--- config.mk ---
export PLATFORM = sky130hd
export DESIGN_NAME = mem_responder
export DESIGN_NICKNAME = d
export VERILOG_FILES = /design/src/rtl/mem_responder.sv
export SDC_FILE = /design/constraint.sdc
export NUM_CORES = 2
export LEC_CHECK = 0
export BUFFER_PORTS_ARGS = -buffer_cell sky130_fd_sc_hd__buf_2
export CORE_MARGIN = 2
export CORE_UTILIZATION = 55
export DETAILED_ROUTE_END_ITERATION = 8
export PLACE_DENSITY = 0.81
export SYNTH_ARGS = -nofsm -noshare
export SYNTH_HDL_FRONTEND = slang
export SYNTH_SLANG_ARGS = --single-unit
--- constraint.sdc ---
create_clock -name clk -period 6.4 [get_ports clk]
set_input_delay 0.64 -clock clk [delete_from_list [all_inputs] [get_ports clk]]
set_output_delay 0.64 -clock clk [all_outputs]
set_load 0.005 [all_outputs]
--- src/rtl/mem_responder.sv ---
// Memory-side responder for the cache refill/write interface: 4-beat line reads, single-word writes.
// Optional `MEM_PROTOCOL_CHECK_EN adds a sticky protocol-error flag on err_mem2cc.
module mem_responder #(
    parameter int                    ADR_WIDTH    = 32,
    parameter int                    DATA_WIDTH   = 32,
    parameter int                    WORD_OFFSET  = 2,
    parameter int                    MEM_ADR_BITS = 6,
    parameter int                    LATENCY      = 2,
    parameter logic [DATA_WIDTH-1:0] SEED         = 32'h0000_0000
) (
    input  logic                   clk,
    input  logic                   rst,
    input  logic                   req_cc2mem,
    input  logic                   rdwr_cc2mem,
    input  logic [ADR_WIDTH-1:0]   adr_cc2mem,
    input  logic [DATA_WIDTH-1:0]  dat_cc2mem,
    output logic                   ack_mem2cc,
    output logic [DATA_WIDTH-1:0]  dat_mem2cc,
    output logic [WORD_OFFSET-1:0] word_mem2cc,
    output logic                   err_mem2cc
);

    localparam int DEPTH = 1 << MEM_ADR_BITS;
    localparam logic [ADR_WIDTH-1:0] LINE_MASK =
        ~((ADR_WIDTH'(1'b1) << (WORD_OFFSET + 2)) - ADR_WIDTH'(1'b1));
    localparam logic [WORD_OFFSET-1:0] LAST_BEAT = {WORD_OFFSET{1'b1}};

    typedef enum logic [2:0] {
        ST_IDLE = 3'd0,
        ST_WAIT = 3'd1,
        ST_BEAT = 3'd2,
        ST_GAP  = 3'd3,
        ST_DONE = 3'd4
    } state_t;

    state_t                  state_r, state_s;
    logic [3:0]              cnt_r, cnt_s;
    logic [WORD_OFFSET-1:0]  beat_r, beat_s;
    logic                    accept_s;
    logic [ADR_WIDTH-1:0]    adr_r;
    logic                    rdwr_r;
    logic [DATA_WIDTH-1:0]   wdat_r;
    logic                    ack_r, ack_s;
    logic [DATA_WIDTH-1:0]   rdat_r, rdat_s;
    logic [WORD_OFFSET-1:0]  word_r, word_s;
    logic [DEPTH-1:0]        valid_r;
    logic [DATA_WIDTH-1:0]   ram_r [DEPTH];

    logic                    rdwr_eff_s;
    logic [ADR_WIDTH-1:0]    adr_eff_s;
    logic [ADR_WIDTH-1:0]    beat_adr_s;
    logic [MEM_ADR_BITS-1:0] idx_s;
    logic [DATA_WIDTH-1:0]   fetch_s;
    logic                    wr_en_s;
    logic [MEM_ADR_BITS-1:0] wr_idx_s;

    // Next-state logic; a dropped request in any busy state returns straight to IDLE.
    always_comb begin
        state_s  = state_r;
        cnt_s    = cnt_r;
        beat_s   = beat_r;
        accept_s = 1'b0;
        case (state_r)
            ST_IDLE: begin
                if (req_cc2mem) begin
                    accept_s = 1'b1;
                    beat_s   = {WORD_OFFSET{1'b0}};
                    if (LATENCY == 0) begin
                        state_s = ST_BEAT;
                        cnt_s   = 4'd0;
                    end else begin
                        state_s = ST_WAIT;
                        cnt_s   = 4'(LATENCY - 1);
                    end
                end else begin
                    state_s = ST_IDLE;
                end
            end
            ST_WAIT: begin
                if (!req_cc2mem) begin
                    state_s = ST_IDLE;
                end else if (cnt_r == 4'd0) begin
                    state_s = ST_BEAT;
                end else begin
                    cnt_s = cnt_r - 4'd1;
                end
            end
            ST_BEAT: begin
                if (!req_cc2mem) begin
                    state_s = ST_IDLE;
                end else if (rdwr_r || (beat_r == LAST_BEAT)) begin
                    state_s = ST_DONE;
                end else begin
                    state_s = ST_GAP;
                end
            end
            ST_GAP: begin
                if (!req_cc2mem) begin
                    state_s = ST_IDLE;
                end else begin
                    state_s = ST_BEAT;
                    beat_s  = beat_r + WORD_OFFSET'(1'b1);
                end
            end
            ST_DONE: begin
                if (!req_cc2mem) begin
                    state_s = ST_IDLE;
                end else begin
                    state_s = ST_DONE;
                end
            end
            default: begin
                state_s = ST_IDLE;
            end
        endcase
    end

    // Beat data is computed one edge early so outputs can be registered; with zero
    // latency the acceptance edge already loads beat 0 from the live request.
    always_comb begin
        rdwr_eff_s = accept_s ? rdwr_cc2mem : rdwr_r;
        adr_eff_s  = accept_s ? adr_cc2mem : adr_r;
        beat_adr_s = (adr_eff_s & LINE_MASK) | ADR_WIDTH'({beat_s, 2'b00});
        idx_s      = beat_adr_s[MEM_ADR_BITS+1:2];
        if (valid_r[idx_s]) begin
            fetch_s = ram_r[idx_s];
        end else begin
            fetch_s = DATA_WIDTH'(beat_adr_s) ^ SEED;
        end
        ack_s = (state_s == ST_BEAT);
        if (ack_s && !rdwr_eff_s) begin
            rdat_s = fetch_s;
        end else begin
            rdat_s = {DATA_WIDTH{1'b0}};
        end
        if (ack_s) begin
            word_s = beat_s;
        end else begin
            word_s = {WORD_OFFSET{1'b0}};
        end
        wr_en_s  = (state_r == ST_BEAT) && rdwr_r;
        wr_idx_s = adr_r[MEM_ADR_BITS+1:2];
    end

    // Control, latched request, registered outputs and per-word valid bits.
    always_ff @(posedge clk or negedge rst) begin
        if (!rst) begin
            state_r <= ST_IDLE;
            cnt_r   <= 4'd0;
            beat_r  <= {WORD_OFFSET{1'b0}};
            adr_r   <= {ADR_WIDTH{1'b0}};
            rdwr_r  <= 1'b0;
            wdat_r  <= {DATA_WIDTH{1'b0}};
            ack_r   <= 1'b0;
            rdat_r  <= {DATA_WIDTH{1'b0}};
            word_r  <= {WORD_OFFSET{1'b0}};
            valid_r <= {DEPTH{1'b0}};
        end else begin
            state_r <= state_s;
            cnt_r   <= cnt_s;
            beat_r  <= beat_s;
            ack_r   <= ack_s;
            rdat_r  <= rdat_s;
            word_r  <= word_s;
            if (accept_s) begin
                adr_r  <= adr_cc2mem;
                rdwr_r <= rdwr_cc2mem;
                wdat_r <= dat_cc2mem;
            end
            if (wr_en_s) begin
                valid_r[wr_idx_s] <= 1'b1;
            end
        end
    end

    // RAM array contents survive reset; only the valid bits are cleared.
    always_ff @(posedge clk) begin
        if (wr_en_s) begin
            ram_r[wr_idx_s] <= wdat_r;
        end
    end

    assign ack_mem2cc  = ack_r;
    assign dat_mem2cc  = rdat_r;
    assign word_mem2cc = word_r;

`ifdef MEM_PROTOCOL_CHECK_EN
    logic err_r;
    logic busy_s;

    assign busy_s = (state_r == ST_WAIT) || (state_r == ST_BEAT) || (state_r == ST_GAP);

    // Sticky flag for aborts and address changes during an accepted transaction.
    always_ff @(posedge clk or negedge rst) begin
        if (!rst) begin
            err_r <= 1'b0;
        end else if (busy_s && (!req_cc2mem || (adr_cc2mem != adr_r))) begin
            err_r <= 1'b1;
        end
    end

    assign err_mem2cc = err_r;
`else
    assign err_mem2cc = 1'b0;
`endif

endmodule

==> flow_metrics.tcl <==
set metrics [dict create \
    die_h_um 401 \
    maxCapViolations 4 \
    drt_iter0_drc 11700 \
    startpoint_type "flop" \
    synthArstFlopShare 0.0771 \
    place_area_um2 90200 \
    area_growth_syn_to_layout_pct 11.7 \
    num_rows 145 \
    syn_area_um2 86700 \
    postRouteWirelength_mm 272 \
    cts_made_buffers 200 \
    status "finished with violations" \
    path_clk_slew_ns 0.06 \
    drc 0 \
    ys_types 90 \
    grt_pass1_wl_mm 380 \
    drv_slew 67 \
    leakage_nw 32.1 \
    worst_pin_slew_ns 1.57 \
    dp_cells 7398 \
    preCtsSetupSlack_ns 0.642 \
    fmax_mhz 165 \
    via_count 55500 \
    hold_buffers 26 \
    fin_crit_ns 6.07 \
    grt_util_all_layers 0.332 \
    port_buffers 100 \
    design_area_um2 96800 \
    ant_nets 0 \
    crit_arrival_ns 6.77 \
    holdWs_ns 0.0125 \
    start_util 0.554 \
    cp-end-kind "flop" \
    worstSetupPathType "flop to flop" \
    tns_ns 0 \
    design.core.area_um2 156000 \
    vdd_drop_max_mv 0.352 \
    drive_gt1_frac 0.169 \
    ys_top_cells_by_count "2048 x edfxtp_1, 1005 x nand2_1, 278 x nand3_1" \
    die_area_um2 161000 \
    clk_root_buffer_cell "clkbuf_16" \
    vias_per_cell 7.10 \
    dp_hpwl_mm 150 \
    hold_viol 0 \
    synth_area_leader_cell "edfxtp_1" \
    fin_cells 7808 \
    ys_seq_elements 2219 \
    crit_required_ns 7.10 \
    dr.pass1.iters 7 \
    synthCells 5377 \
    grt_antenna_before_repair 22 \
    clk_latency_ns 0.87 \
    syn_avg_cell_area_um2 16.1 \
    hold_path.class "input port to flop" \
    synth_edf_count 2048 \
    skew_ns 0.0377 \
    gp_congestion 0.914 \
    violations "max-capacitance violations, max-slew violations" \
    fin_crit_sh 0.948 \
    grt_pass1_vias 53200 \
    synthFlopType "edfxtp_1" \
    routedWlPerCell_um 34.9 \
    yosysMostFrequentCell "edfxtp_1" \
    layout.nets 5640 \
    yosys-top-cells-area "edfxtp_1 71%, dfrtp_1 4.9%, mux4_2 4.9%" \
    grt-ovfl-total 0 \
    clock_sinks 2219 \
    grt_max_degree 171 \
    cts_resized 0 \
    clockBufferDepth 3 \
    seq_area_frac_synth 0.759 \
    ys_warn_count 0 \
    slew_headroom -0.0483 \
    worstPathMaxFanout 112 \
    ios 104 \
    finalSetupViolations 0 \
    cts_setup_buffers 0 \
    synth_nets 5449 \
    htree_levels 4 \
    die_x_um 401 \
    synth_top_area_share 0.709 \
    cts_tree "yes" \
    power_density_nw_per_um2 413 \
    fin_ws_ns 0.332 \
    rsz0062_at_grt "no" \
    nFillCells 10300 \
]
## final timing paths
check                                from             end  slack (ns)  depth (start not counted)
hold reg to reg                valid_r[0]      valid_r[0]        0.46                          1
setup reg to reg               state_r[1]  dat_mem2cc[29]        0.33                         11
hold / removal             dat_cc2mem[21]      wdat_r[21]        0.01                          3
min in group asynchronous             rst        cnt_r[1]        0.27                          2
max in group asynchronous             rst      wdat_r[25]        4.61                          3
setup / recovery               state_r[1]  dat_mem2cc[29]        0.33                         11
## layout by cell type (no fill, tap or decap), types with 59 or more instances in the layout
cell type and n:
a32oi_1 76, a211oi_1 59, mux2i_1 190, buf_4 173, mux4_2 190, nand2_1 1005, buf_2 99, edfxtp_1 2048
clkbuf_16 202, dfrtp_1 148, and3_1 73, o22ai_1 67, o21ai_0 68, or2_2 66, clkbuf_1 61, a21oi_1 154
nor2_4 64, nand3_1 278
## through the flow
step,util,power [W]
3_3_place_gp,0.577,0.0275
3_5_place_dp,0.577,0.0278
2_1_floorplan,-,0.0236
5_1_grt,0.619,0.0405
6_report,0.619,0.0400
4_1_cts,0.619,0.0393
## final cells by class
class                   instances  area [µm²]  area share
flip-flops and latches       2219       65800       0.679
multi-input cells            2826       19800       0.204
clock buffers                 288        5620      0.0580
well taps                    2058        2570      0.0266
repair buffers                310        2290      0.0236
clock inverters                86         701     0.00723
inverters                      11        78.8    0.000814
diodes                         10        25.0    0.000258
## logic make-up after synthesis
logic type | share of synthesized area
multiplexers | 0.0748
XOR/XNOR | 0.000202
flip-flops | 0.759
AO/OA/AOI/OAI | 0.0585
AND/OR/NAND/NOR | 0.0869
other | 0.0000433
buffers and inverters | 0.0201
adder cells (fa/ha/maj) | 0.000577
## state kept, by name, indices dropped and copies added (netlist names)
register and cells:
ram_r 2048, valid_r 64, dat_mem2cc 32, wdat_r 32, adr_r 30, cnt_r 4
state_r 3, beat_r 2, word_mem2cc 2, ack_mem2cc 1, rdwr_r 1
## where the power goes
| group | internal, W | switching [W] | leakage, nW |
|---|---|---|---|
| Sequential | 0.0181 | 0.00160 | 20.8 |
| Clock | 0.00646 | 0.00524 | 3.10 |
| Combinational | 0.00227 | 0.00637 | 8.16 |
## per-layer routing
layer  track usage  share of wire  vias to the layer above
met5       0.00446         0.0010                        -
met4         0.205          0.079                       27
met3         0.126           0.18                     1376
met2         0.490           0.43                     5787
met1         0.418           0.31                    26900
li1              -              -                    21300
## critical path: stages, from the launching register on
cell and delay (ns):
dfrtp_1 0.63, nor2b_1 0.37, o31a_1 0.63, nor2_8 0.13, inv_16 0.33, buf_4 0.44, mux4_2 0.57, a32oi_1 0.32
o2111ai_1 0.58, a2111oi_0 1.15, buf_4 0.27, a311oi_1 0.05
Power figures use the tool's default switching activity.
